--- src/rtl/mem_port_arbiter.sv ---
// Two-master arbiter in front of one single-port memory.
// Each transaction takes ACCESS then DONE; ack pulses the cycle after.
module mem_port_arbiter #(
  parameter int DATA_LENGTH = 32,
  parameter int ADDR_LENGTH = 32,
  parameter int RR          = 1
) (
  input  logic                   clk,
  input  logic                   rst,
  input  logic                   m0_req,
  input  logic                   m0_we,
  input  logic [ADDR_LENGTH-1:0] m0_addr,
  input  logic [DATA_LENGTH-1:0] m0_wdata,
  output logic                   m0_ack,
  output logic [DATA_LENGTH-1:0] m0_rdata,
  input  logic                   m1_req,
  input  logic                   m1_we,
  input  logic [ADDR_LENGTH-1:0] m1_addr,
  input  logic [DATA_LENGTH-1:0] m1_wdata,
  output logic                   m1_ack,
  output logic [DATA_LENGTH-1:0] m1_rdata,
  output logic [ADDR_LENGTH-1:0] mem_addr,
  output logic [DATA_LENGTH-1:0] mem_wdata,
  output logic                   mem_we,
  output logic                   mem_re,
  input  logic [DATA_LENGTH-1:0] mem_rdata,
  output logic                   busy,
  output logic                   grant_id
);

  typedef enum logic [1:0] {
    IDLE   = 2'd0,
    ACCESS = 2'd1,
    DONE   = 2'd2
  } state_t;

  localparam logic RR_EN = (RR != 0);

  state_t state;
  state_t state_nx;
  logic   gid;
  logic   gid_nx;
  logic   op_we;
  logic   op_we_nx;
  logic   elig0;
  logic   elig1;
  logic   win;
  logic   win_we;

  // A master is ignored in the cycle its own ack is showing.
  assign elig0 = m0_req & ~m0_ack;
  assign elig1 = m1_req & ~m1_ack;

  // Pick the winner among eligible masters.
  always_comb begin
    win = gid;
    unique case (1'b1)
      (elig0 & elig1):  win = RR_EN ? ~gid : 1'b0;
      (elig0 & ~elig1): win = 1'b0;
      (~elig0 & elig1): win = 1'b1;
      default:          win = gid;
    endcase
  end

  assign win_we = win ? m1_we : m0_we;

  // Next-state logic; winner and its operation latch on grant.
  always_comb begin
    state_nx = state;
    gid_nx   = gid;
    op_we_nx = op_we;
    case (state)
      IDLE: begin
        if (elig0 | elig1) begin
          state_nx = ACCESS;
          gid_nx   = win;
          op_we_nx = win_we;
        end
      end
      ACCESS:  state_nx = DONE;
      DONE:    state_nx = IDLE;
      default: state_nx = IDLE;
    endcase
  end

  // State, grant and latched operation registers.
  always_ff @(posedge clk or posedge rst) begin
    if (rst) begin
      state <= IDLE;
      gid   <= 1'b1;
      op_we <= 1'b0;
    end else begin
      state <= state_nx;
      gid   <= gid_nx;
      op_we <= op_we_nx;
    end
  end

  // Ack pulses the cycle after DONE, only for the winner.
  always_ff @(posedge clk or posedge rst) begin
    if (rst) begin
      m0_ack <= 1'b0;
      m1_ack <= 1'b0;
    end else begin
      m0_ack <= (state == DONE) & ~gid;
      m1_ack <= (state == DONE) & gid;
    end
  end

  // Read data captured in DONE into the winner's register.
  always_ff @(posedge clk or posedge rst) begin
    if (rst) begin
      m0_rdata <= '0;
      m1_rdata <= '0;
    end else if ((state == DONE) && !op_we) begin
      if (gid) m1_rdata <= mem_rdata;
      else     m0_rdata <= mem_rdata;
    end
  end

  assign mem_addr  = gid ? m1_addr : m0_addr;
  assign mem_wdata = gid ? m1_wdata : m0_wdata;
  assign mem_we    = (state == ACCESS) & op_we;
  assign mem_re    = (state == ACCESS) & ~op_we;
  assign busy      = (state == ACCESS) | (state == DONE);
  assign grant_id  = gid;

endmodule

--- config.mk ---
export PLATFORM = sky130hd
export DESIGN_NAME = mem_port_arbiter
export DESIGN_NICKNAME = d
export VERILOG_FILES = /design/src/rtl/mem_port_arbiter.sv
export SDC_FILE = /design/constraint.sdc
export NUM_CORES = 1
export LEC_CHECK = 0
export BUFFER_PORTS_ARGS = -buffer_cell sky130_fd_sc_hd__buf_2
export CAP_MARGIN = 10
export CORE_AREA = 2 2 115 117
export CTS_BUF_LIST = sky130_fd_sc_hd__clkbuf_8
export CTS_CLUSTER_SIZE = 40
export DETAILED_ROUTE_END_ITERATION = 8
export DIE_AREA = 0 0 117 119
export PLACE_DENSITY = 0.77
export REMOVE_ABC_BUFFERS = 1
export SKIP_LAST_GASP = 1
export SYNTH_ARGS = -nofsm -noshare
export SYNTH_HDL_FRONTEND = slang
export SYNTH_SLANG_ARGS = --single-unit
--- constraint.sdc ---
create_clock -name clk -period 2.28 [get_ports clk]
set_input_delay 0.456 -clock clk [delete_from_list [all_inputs] [get_ports clk]]
set_output_delay 0.456 -clock clk [all_outputs]
set_load 0.02 [all_outputs]
# ---- Yosys cells after proc, flatten, opt, wreduce, memory -nomap -nowiden
# Cells that the tools add are included.
dict set report word_totals {
  regBits 70
  inputBits 166
  out_inout_bits 134
}
dict set report op_classes {
  eq_ne 3
  n_mux 6
  bitwise_logic 17
  reduce_logical 6
}
# operator count
set ops {}
lappend ops {{$mux W32} 2}
lappend ops {{$and A1 B1 Y1} 9}
lappend ops {{$not A1 Y1} 6}
lappend ops {{$reduce_and A2 Y1} 3}
lappend ops {{$pmux W2 S2} 1}
lappend ops {{$pmux W1 S3} 1}
lappend ops {{$eq A2 B1 Y1 const B} 1}
lappend ops {{$eq A2 B2 Y1 const B} 1}
lappend ops {{$logic_not A2 Y1} 1}
lappend ops {{$mux W2} 1}
lappend ops {{$ne A2 B2 Y1 const B} 1}
lappend ops {{$or A1 B1 Y1} 2}
lappend ops {{$logic_and A1 B1 Y1} 1}
lappend ops {{$logic_not A1 Y1} 1}
lappend ops {{$mux W1} 1}

# ---- Depth between registers and ports, before layout
# Gate-level depths: netlist of run 1.
dict set report depth {
  ltp_word 6
  ltp_mapped 7
  ltp_nobuf 5
}

# ---- Worst setup path after synthesis of run 1
# Ideal clock, no wire load.
dict set report synth_timing {
  kind {register -> output}
  startpoint {reg gid (netlist: grant_id)}
  endpoint {out mem_wdata[11]}
  arrival_time_ns 1.549
  required_time_ns 1.824
  path_slack_ns 0.275
  path_stages_with_launch 5
  n_path_buf 3
  cell_sequence {dfstp_2 buf_4 buf_2 buf_2 mux2_2}
}
dict set report synth_between {
  elab_chain_len 1
}
# element line
set synth_rtl {}
lappend synth_rtl {{from (decl)} 41} ;# logic gid;
lappend synth_rtl {{from (signal assigned)} 94} ;# gid <= gid_nx;
lappend synth_rtl {{$mux W32} 122} ;# assign mem_wdata = gid ? m1_wdata : m0_wdata;
lappend synth_rtl {{to (decl)} 23} ;# output logic [DATA_LENGTH-1:0] mem_wdata,
# Every way passes these cells.

# ---- Worst setup path after layout of run 1
dict set report layout_timing {
  startpoint {reg gid (netlist: grant_id)}
  endpoint {out mem_addr[26]}
}
dict set report layout_between {
  elab_chain_len 1
}
# element line
set layout_rtl {}
lappend layout_rtl {{$mux W32} 121} ;# assign mem_addr = gid ? m1_addr : m0_addr;
lappend layout_rtl {{to (decl)} 22} ;# output logic [ADDR_LENGTH-1:0] mem_addr,
# Every way passes these cells.

==> summary.txt, run 1 <==
Die
  • Starting density of the core: 28.4%
  • Boundary Pins: 300
  • Die Ht: between 100 and 150 um
  • DIE AREA: about 0.014 mm^2
  • Die X: ~120 um
  • Core area: around 0.013 mm^2
  • Row cnt: 42

Placement
  • Post-DP Area: between 0.005 and 0.006 mm^2
  • Placer's final routability congestion estimate: between 0.8 and 0.9
  • Pre-CTS WS: a little over 0.4 ns
  • IO Port Bufs: about 300
  • Hpwl dp: about 11,000 um

Clock network
  • Post-cts sizing count: 0
  • Hold_buf cts: 0
  • Setup Buffers After CTS: 0
  • Htree depth: 3
  • Root Driver: clkbuf_8
  • CTS sink count: 70
  • Total CTS buffers: 9
  • CTS max path bufs: 2
  • Clock Pin Slew Worst Setup and Hold Paths: approximately 0.080 ns
  • TritonCTS clock tree: yes
  • Worst-Skew Late Latency: 0.35 ns

Timing
  • Fmax achieved: 457 MHz
  • Max-slew violations: 0
  • Setup violations, final: 0
  • Slew headroom: around two thirds
  • Worst clock skew: ~0.0057 ns
  • RSZ-0062 raised after global routing: no
  • Setup WS post-layout: 0.0937 ns
  • Crit share post-route: around 96%
  • WHS: ~0.17 ns
  • Fin crit period: about 2.2 ns
  • Fin. Hold Viols: 0
  • Slew @ Worst Pin: 0.471 ns

Logic synthesis
  • Yosys cell types: 23
  • Most instantiated cells after synthesis: mux2_2 (96), dfrtp_1 (69), mux2_4 (30)
  • Post-Syn Area: 0.00365 mm^2
  • Number of synthesis warnings: 0
  • Simple-gate share of the synthesized area: 2.09%
  • Synth Register Bits: 70
  • Synth area leader: dfrtp_1
  • Synth area leaders: dfrtp_1 (47%), mux2_2 (30%), mux2_4 (12%)
  • Prevailing post-synth register cell: dfrtp_1
  • EDFF count, synth: 0
  • XOR/XNOR Fraction of Synth Area: 0%
  • Mux cell area share after synthesis: a little over two fifths
  • Largest family of logic cells by synthesized area: multiplexers
  • Cell count after synthesis: about 240
  • Top-area cell type share of the netlist area: between 40 and 50%
  • Avg Cell Area, Syn: ~15 um^2
  • Synth async-reset ratio: 100%
  • Sequential area share after synthesis: 48.0%
  • Count leader, synth: mux2_2
  • Synth Area in Compound Gates: 1.41%
  • Synth Area in Adders: under 10%

Route
  • DR iter-0 viols: 188
  • WL per Instance: between 15 and 20 um
  • DR vias: 3,175
  • Post-Route WL: roughly 13,000 um
  • TritonRoute pass-1 iters: 4
  • Antenna viol nets, final: 0
  • Final routed DRC violation total: 0
  • DR vias/cell: around 4.4

Worst setup path
  • Worst EP arrival: 1.73 ns
  • Worst path max stage delay: approximately 0.60 ns
  • Worst setup SP type: register
  • Crit path cell chain: clkbuf_16, mux2_2, buf_2
  • CP max stage cell: dfstp_2
  • CP Max Fanout: 29
  • Crit path kind: reg -> out
  • Critical Path RT: around 1.8 ns
  • CP Capture Type: primary output

Layout
  • Syn-to-layout area delta: 52.0%
  • Fin nets: about 710
  • Layout cells sized above 1: approximately 80%
  • Reg area: 0.00175 mm^2
  • Final Instance Area: around 0.0056 mm^2
  • Multi-input gate area: between 0.0015 and 0.002 mm^2
  • Fillers: 1,288

Global routing
  • Initial antenna violation count: 5
  • Vias in the first global route: between 3,000 and 4,000
  • Global-route wire length before repair: 19,000 um
  • Grt ovf: 0
  • Largest net degree at the start of global routing: around 70
  • GR Util All Layers: around a fifth

Status
  • Status: finished, final reports clean

Pwr
  • P_leak: 2.89 nW
  • VDD IR max: just over 500 uV
  • PwrDens: about 1400 mW/mm^2

Hold path
  • Worst Hold Class: in -> async

Run
  • Max Cap Viol: 0
## layout make-up
cell class                      count  share of cell area, %
Antenna cell                        2                 0.0902
Clock buffer                       11                   2.73
Clock inverter                      5                  0.902
Inverter                            6                  0.406
Multi-Input combinational cell    151                   31.4
Sequential cell                    70                   31.6
Tap cell                          176                   3.97
Timing Repair Buffer              306                   28.9
## power breakdown
part	internal (mW)	switching, mW	total [mW]
sequential	1.87	0.338	2.21
clock	0.555	0.468	1.02
combinational	1.98	2.41	4.39
total	4.41	3.21	7.62
## layout by cell type, fill, tap and decap left out
master / count
mux2_1: 3
dfstp_2: 1
nand2b_1: 2
clkbuf_8: 11
diode_2: 2
a21o_1: 1
nor2b_1: 3
buf_4: 3
ha_1: 4
buf_12: 3
inv_1: 7
nand2_2: 1
inv_2: 1
and2_2: 2
a31oi_1: 1
clkinv_2: 1
mux2_4: 30
dfrtp_1: 69
clkbuf_16: 1
bufinv_16: 1
mux2_2: 96
nand3_1: 1
clkinvlp_4: 1
o21ai_0: 1
a211oi_1: 2
a2111oi_0: 2
buf_2: 299
nor2b_4: 1
and2_1: 1
## state kept, by name (all words and copies together), names as in the netlist
name / flops
grant_id: 1
m0_ack: 1
m1_rdata: 32
op_we: 1
m0_rdata: 32
m1_ack: 1
state: 2
## layer usage
| layer | vias to the layer above | global-route usage (%) | wire length, um |
|---|---|---|---|
| li1 | 1474 | - | - |
| met1 | 1518 | 21.3 | 5130 |
| met2 | 158 | 31.7 | 6650 |
| met3 | 21 | 6.97 | 1190 |
| met4 | 4 | 6.32 | 270 |
| met5 | - | 0 | 30 |
## critical path, delay by kind of cell (launching register included)
kind	cells	cell delay, ns
muxes	1	0.36
buffers and inverters	2	0.40
DFF	1	0.60
## kinds of logic after synthesis
group / count (synthesis)
buffers and inverters: 21
AO/OA/AOI/OAI: 7
adder cells (fa/ha/maj): 4
flip-flops: 70
AND/OR/NAND/NOR: 11
multiplexers: 129
## final timing paths
kind	start	endpoint	slack, ns	cells after the start
max	grant_id$_DFFE_PP1P_	mem_addr[26]	0.09	3
max reg2reg	state[0]$_DFFE_PP0P_	m1_rdata[26]$_DFFE_PP0P_	0.40	6
max in group asynchronous	rst	grant_id$_DFFE_PP1P_	1.76	3
min in group clk	mem_rdata[20]	m1_rdata[20]$_DFFE_PP0P_	0.33	2
min	rst	m0_rdata[24]$_DFFE_PP0P_	0.17	3
min reg2reg	m1_rdata[20]$_DFFE_PP0P_	m1_rdata[20]$_DFFE_PP0P_	0.49	1
## metrics by stage
stage / std cells / utilization, % / power, mW / setup TNS (ns)
after floorplan: 227 / - / 5.07 / -21.03
after global placement: 708 / 41.3 / 6.51 / 0
after detailed placement: 708 / 41.3 / 6.59 / 0
after CTS: 724 / 42.9 / 7.64 / 0
after global routing: 725 / 43.1 / 8.08 / 0
final: 727 / 43.1 / 7.62 / 0
No activity file was read; power rests on OpenSTA's default activity.
==> inputs of run 2 (changes only) <==
--- a/config.mk
+++ b/config.mk
@@ -12,6 +12,7 @@
 export CTS_CLUSTER_SIZE = 40
 export DETAILED_ROUTE_END_ITERATION = 8
 export DIE_AREA = 0 0 117 119
+export MAX_ROUTING_LAYER = met4
 export PLACE_DENSITY = 0.77
 export REMOVE_ABC_BUFFERS = 1
 export SKIP_LAST_GASP = 1
==> run 2 against run 1 <==
  * Flip-flop and latch count is the same
  * Non-clock buffer count is the same
  * Hold slack gained 0.0011 ns
  * Sequential share of layout area is essentially flat
==> summary.txt, run 2 (synthesis gave the netlist of run 1 again) <==
Status
  • Status: finished, final reports clean (unchanged)

Worst setup path
  • Crit path launch: grant_id$_DFFE_PP1P_ (unchanged)
  • Crit path cell chain: clkbuf_16, mux2_2, buf_2 (unchanged)
  • R2R Path End: m1_rdata[26]$_DFFE_PP0P_ (unchanged)
  • Reg2reg start: state[0]$_DFFE_PP0P_ (unchanged)
  • Worst setup SP type: register (unchanged)
  • Setup crit end: mem_addr[26] (unchanged)
  • CP Max Fanout: 29 (unchanged)
  • Worst path max stage delay: 0.60 ns (about the same)
  • Critical Path RT: 1.82 ns (about the same)
  • Worst R2R Setup Slack: 0.40 ns (about the same)
  • CP Capture Type: primary output (unchanged)
  • CP max stage cell: dfstp_2 (unchanged)
  • Crit path kind: reg -> out (unchanged)
  • Reg2Reg Depth: 6 (unchanged)
  • Worst EP arrival: 1.73 ns (about the same)

Clock network
  • Setup Buffers After CTS: 0 (unchanged)
  • TritonCTS clock tree: yes (unchanged)
  • Root Driver: clkbuf_8 (unchanged)
  • Hold_buf cts: 0 (unchanged)
  • Total CTS buffers: 9 (unchanged)
  • Worst-Skew Late Latency: 0.34 ns (was 0.35 ns)
  • Clock Pin Slew Worst Setup and Hold Paths: 0.07 ns (was 0.08 ns)
  • CTS max path bufs: 2 (unchanged)
  • Post-cts sizing count: 0 (unchanged)
  • CTS sink count: 70 (unchanged)
  • Htree depth: 3 (unchanged)

Timing
  • WHS: 0.176 ns (was 0.175 ns)
  • Worst clock skew: 0.00574 ns (was 0.00575 ns)
  • Fmax achieved: 457 MHz (about the same)
  • RSZ-0062 raised after global routing: no (unchanged)
  • Slew @ Worst Pin: 0.464 ns (was 0.471 ns)
  • Fin crit period: 2.19 ns (about the same)
  • Crit share post-route: 96.0% (was 95.9%)
  • Fin. Hold Viols: 0 (unchanged)
  • Setup violations, final: 0 (unchanged)
  • Total Neg Setup Slack: 0 ns (unchanged)
  • Setup WS post-layout: 0.0923 ns (was 0.0937 ns)
  • Slew headroom: 68.3% (was 67.8%)
  • Max-slew violations: 0 (unchanged)

Global routing
  • GR Util All Layers: 19.1% (was 18.6%)
  • Initial antenna violation count: 4 (was 5)
  • Global-route wire length before repair: 19,000 um (unchanged)
  • Vias in the first global route: 3,342 (was 3,333)
  • Largest net degree at the start of global routing: 71 (unchanged)
  • Grt ovf: 0 (unchanged)

Pwr
  • Clock power share: 13.3% (was 13.4%)
  • Sequential power share: 29.0% (was 28.9%)
  • Pint: 4.41 mW (about the same)
  • PwrDens: 1370 mW/mm^2 (about the same)
  • Sw Ratio: 42.1% (was 42.2%)
  • P_leak: 2.89 nW (about the same)
  • Combinational power share: 57.7% (was 57.6%)
  • VDD IR max: 511 uV (about the same)
  • Psw: 3.21 mW (about the same)

Placement
  • Cells after DPL: 708 (unchanged)
  • Pre-CTS WS: 0.404 ns (unchanged)
  • Post-DP Area: 0.00532 mm^2 (unchanged)
  • IO Port Bufs: 299 (unchanged)
  • Placer's final routability congestion estimate: 0.906 (was 0.891)
  • Hpwl dp: 10,900 um (unchanged)

Layout
  • Multi-input gate area: 0.00174 mm^2 (unchanged)
  • Fin nets: 714 (unchanged)
  • Reg area: 0.00175 mm^2 (unchanged)
  • Top Registers: m0_rdata x32, m1_rdata x32, state x2 (unchanged)
  • Most frequent cells in the layout: buf_2 (299), mux2_2 (96), dfrtp_1 (69), mux2_4 (30), clkbuf_8 (11) (unchanged)
  • Layout cells sized above 1: 82.3% (unchanged)
  • Fin cells: 729 (was 727)
  • Fillers: 1,287 (was 1,288)
  • Syn-to-layout area delta: 52.2% (was 52.0%)
  • Final Instance Area: 0.00556 mm^2 (was 0.00555 mm^2)
  • Commonest non-fill, non-tap cell in the layout: buf_2 (unchanged)

Die
  • Row cnt: 42 (unchanged)
  • Core area: 0.0129 mm^2 (unchanged)
  • Die X: 117 um (unchanged)
  • DIE AREA: 0.0139 mm^2 (unchanged)
  • Starting density of the core: 28.4% (unchanged)
  • Die Ht: 119 um (unchanged)
  • Boundary Pins: 300 (unchanged)

Route
  • WL per Instance: 18.1 um (was 18.3 um)
  • Antenna viol nets, final: 0 (unchanged)
  • TritonRoute pass-1 iters: 6 (was 4)
  • Final routed DRC violation total: 0 (unchanged)
  • DR iter-0 viols: 164 (was 188)
  • DR vias: 3,175 (unchanged)
  • Post-Route WL: 13,200 um (was 13,300 um)
  • DR vias/cell: 4.36 (was 4.37)

Run
  • Max Cap Viol: 0 (unchanged)

Hold path
  • Worst Hold Class: in -> async (unchanged)
[run 2: per-stage QoR]
step | utilization [%] | power (mW)
after floorplan | - | 5.07
after global placement | 41.3 | 6.51
after detailed placement | 41.3 | 6.59
after CTS | 42.9 | 7.64
after global routing | 43.1 | 8.08
final | 43.1 | 7.62
[run 2: layer usage]
layer / routed length (um) / vias up / track usage [%]
met4: 269 / 0 / 6.32
li1: - / 1477 / -
met1: 5140 / 1527 / 21.4
met2: 6650 / 156 / 31.8
met3: 1160 / 15 / 6.56
met5: 0 / - / -
[run 2: worst min path at each step]
stage | from | to | slack [ns] | cells past startpoint
after global routing | rst | m1_rdata[16]$_DFFE_PP0P_ | 0.20 | 3
after global placement | m1_rdata[27]$_DFFE_PP0P_ | m1_rdata[27]$_DFFE_PP0P_ | 0.47 | 1
after floorplan | state[1]$_DFFE_PP0P_ | state[1]$_DFFE_PP0P_ | 0.51 | 1
after CTS | rst | m0_rdata[17]$_DFFE_PP0P_ | 0.18 | 3
final | rst | m0_rdata[24]$_DFFE_PP0P_ | 0.18 | 3
after detailed placement | m1_rdata[20]$_DFFE_PP0P_ | m1_rdata[20]$_DFFE_PP0P_ | 0.48 | 1
[run 2: layout make-up]
| type | count | share of cell area, % |
|---|---|---|
| tap | 176 | 3.96 |
| clock inverter | 5 | 0.901 |
| multi-input combinational | 151 | 31.4 |
| timing repair buffer | 306 | 28.9 |
| inverter | 6 | 0.405 |
| clock buffer | 11 | 2.73 |
| antenna | 4 | 0.180 |
| sequential | 70 | 31.6 |
[run 2: critical path, delay by kind of cell, from the launching register on]
family	cells	cell delay [ns]
DFF	1	0.60
muxes	1	0.36
buffers and inverters	2	0.40
[run 2: power groups by stage]
stage	Combinational (mW)	Sequential, mW	Clock (mW)
5_1_grt	4.68	2.28	1.12
4_1_cts	4.38	2.20	1.05
3_5_place_dp	4.37	2.21	0
2_1_floorplan	1.98	3.08	0
6_report	4.39	2.21	1.02
3_3_place_gp	4.31	2.19	0
==> inputs of run 3 (changes only) <==
==> constraint.sdc (replaced) <==
create_clock -name clk -period 2.28 [get_ports clk]
set_input_delay 0.114 -clock clk [delete_from_list [all_inputs] [get_ports clk]]
set_output_delay 0.114 -clock clk [all_outputs]
set_load 0.02 [all_outputs]
==> run 3 against run 2 <==
  * Clock power increased by 12%
  * First-iteration DRC count is 29% lower
  * Die area did not move
==> summary.txt, run 3 (synthesis gave the netlist of run 1 again) <==
Timing
  • WHS: 0.0218 ns (was 0.176 ns)
  • Total Neg Setup Slack: 0 ns (unchanged)
  • RSZ-0062 raised after global routing: no (unchanged)
  • Max-slew violations: 0 (unchanged)
  • Slew headroom: 57.2% (was 68.3%)
  • Setup violations, final: 0 (unchanged)
  • Fin crit period: 1.98 ns (was 2.19 ns)
  • Slew @ Worst Pin: 0.640 ns (was 0.464 ns)
  • Setup WS post-layout: 0.301 ns (was 0.0923 ns)
  • Fin. Hold Viols: 0 (unchanged)
  • Worst clock skew: 0.00839 ns (was 0.00574 ns)
  • Fmax achieved: 505 MHz (was 457 MHz)
  • Crit share post-route: 86.8% (was 96.0%)

Route
  • DR vias/cell: 4.34 (was 4.36)
  • WL per Instance: 17.2 um (was 18.1 um)
  • Final routed DRC violation total: 0 (unchanged)
  • DR iter-0 viols: 117 (was 164)
  • TritonRoute pass-1 iters: 7 (was 6)
  • DR vias: 3,165 (was 3,175)
  • Antenna viol nets, final: 0 (unchanged)
  • Post-Route WL: 12,600 um (was 13,200 um)

Clock network
  • TritonCTS clock tree: yes (unchanged)
  • Htree depth: 3 (unchanged)
  • Clock Pin Slew Worst Setup and Hold Paths: 0.08 ns (was 0.07 ns)
  • Worst-Skew Late Latency: 0.33 ns (was 0.34 ns)
  • CTS max path bufs: 2 (unchanged)
  • Root Driver: clkbuf_8 (unchanged)
  • Setup Buffers After CTS: 0 (unchanged)
  • Total CTS buffers: 9 (unchanged)
  • CTS sink count: 70 (unchanged)

Die
  • Boundary Pins: 300 (unchanged)
  • DIE AREA: 0.0139 mm^2 (unchanged)
  • Core area: 0.0129 mm^2 (unchanged)
  • Die Ht: 119 um (unchanged)
  • Die X: 117 um (unchanged)
  • Starting density of the core: 28.4% (unchanged)
  • Row cnt: 42 (unchanged)

Global routing
  • Grt ovf: 0 (unchanged)
  • Global-route wire length before repair: 18,400 um (was 19,000 um)
  • GR Util All Layers: 18.3% (was 19.1%)
  • Largest net degree at the start of global routing: 69 (was 71)
  • Initial antenna violation count: 4 (unchanged)
  • Vias in the first global route: 3,281 (was 3,342)

Worst setup path
  • Critical Path RT: 2.17 ns (was 1.82 ns)
  • Worst path max stage delay: 0.60 ns (about the same)
  • CP Capture Type: primary output (unchanged)
  • Worst setup SP type: register (unchanged)
  • Worst EP arrival: 1.86 ns (was 1.73 ns)
  • CP max stage cell: dfstp_2 (unchanged)
  • Crit path cell chain: buf_12, mux2_2, buf_2 (was clkbuf_16, mux2_2, buf_2)
  • Crit path kind: reg -> out (unchanged)
  • CP Max Fanout: 68 (was 29)

Status
  • Status: finished, final reports clean (unchanged)

Hold path
  • Worst Hold Class: in -> reg (was in -> async)

Placement
  • Placer's final routability congestion estimate: 0.849 (was 0.906)
  • Post-DP Area: 0.00531 mm^2 (was 0.00532 mm^2)
  • Hpwl dp: 10,700 um (was 10,900 um)
  • IO Port Bufs: 299 (unchanged)
  • Pre-CTS WS: 0.495 ns (was 0.404 ns)

Run
  • Max Cap Viol: 0 (unchanged)

Layout
  • Syn-to-layout area delta: 52.9% (was 52.2%)
  • Commonest non-fill, non-tap cell in the layout: buf_2 (unchanged)
  • Fin nets: 715 (was 714)
  • Multi-input gate area: 0.00174 mm^2 (unchanged)
  • Top Registers: m0_rdata x32, m1_rdata x32, state x2 (unchanged)
  • Final Instance Area: 0.00558 mm^2 (was 0.00556 mm^2)
  • Layout cells sized above 1: 82.2% (was 82.3%)
  • Fillers: 1,272 (was 1,287)
  • Reg area: 0.00175 mm^2 (unchanged)
  • Most frequent cells in the layout: buf_2 (299), mux2_2 (96), dfrtp_1 (69), mux2_4 (30), clkbuf_8 (11) (unchanged)

Pwr
  • P_leak: 2.90 nW (was 2.89 nW)
  • PwrDens: 1370 mW/mm^2 (about the same)
  • Tot Pwr: 7.65 mW (was 7.62 mW)
  • VDD IR max: 523 uV (was 511 uV)
[run 3: cell count changes in the layout (fill, tap and decap cells not counted), sizes merged]
| cell | before | now |
|---|---|---|
| inv | 8 | 6 |
| dlygate4sd3 | 0 | 3 |
| clkbuf | 12 | 11 |
| bufinv | 1 | 2 |
| clkinv | 1 | 2 |
| buf | 305 | 304 |
[run 3: worst paths after layout]
check	slack [ns]	depth (start not counted)	from	to
min in group asynchronous	0.41	3	rst	m1_rdata[24]$_DFFE_PP0P_
max	0.30	3	grant_id$_DFFE_PP1P_	mem_addr[26]
max reg2reg	0.50	6	state[0]$_DFFE_PP0P_	m1_rdata[14]$_DFFE_PP0P_
min	0.02	2	mem_rdata[27]	m1_rdata[27]$_DFFE_PP0P_
max in group asynchronous	1.15	4	rst	grant_id$_DFFE_PP1P_
min reg2reg	0.50	1	m1_rdata[20]$_DFFE_PP0P_	m1_rdata[20]$_DFFE_PP0P_
[run 3: layout make-up]
class | instances | area share (%)
antenna | 4 | 0.179
clock buffer | 11 | 2.71
clock inverter | 5 | 1.46
inverter | 6 | 0.403
multi-input combinational | 151 | 31.2
sequential | 70 | 31.4
tap | 176 | 3.94
timing repair buffer | 307 | 28.7
[run 3: per-layer routing]
| metal | track usage, % | vias up | share of wire (%) |
|---|---|---|---|
| met5 | - | - | 0 |
| met4 | 4.34 | 0 | 0.92 |
| met3 | 5.65 | 9 | 7.9 |
| met2 | 31.6 | 155 | 51 |
| met1 | 20.7 | 1523 | 40 |
| li1 | - | 1478 | - |
[run 3: report_power, final]
group          internal (mW)  total [mW]  switching [mW]
combinational           1.94        4.31            2.38
sequential              1.87        2.20           0.335
clock                  0.676        1.14           0.462
total                   4.48        7.65            3.17
[run 3: what timing repair did]
item,CTS,global route
gates resized for setup,0,0
endpoints found under the hold margin,31,0
hold buffers,3,0
[run 3: critical path, delay by kind of cell, from the launching register on]
family   cells  cell delay [ns]
mux          1             0.40
buf+inv      2             0.49
flops        1             0.60
[run 3: per-stage QoR]
step / utilization, % / std cells
finish: 43.4 / 730
global route: 43.4 / 730
CTS: 43.3 / 726
detailed placement: 41.3 / 707
global placement: 41.3 / 707
floorplan: - / 227
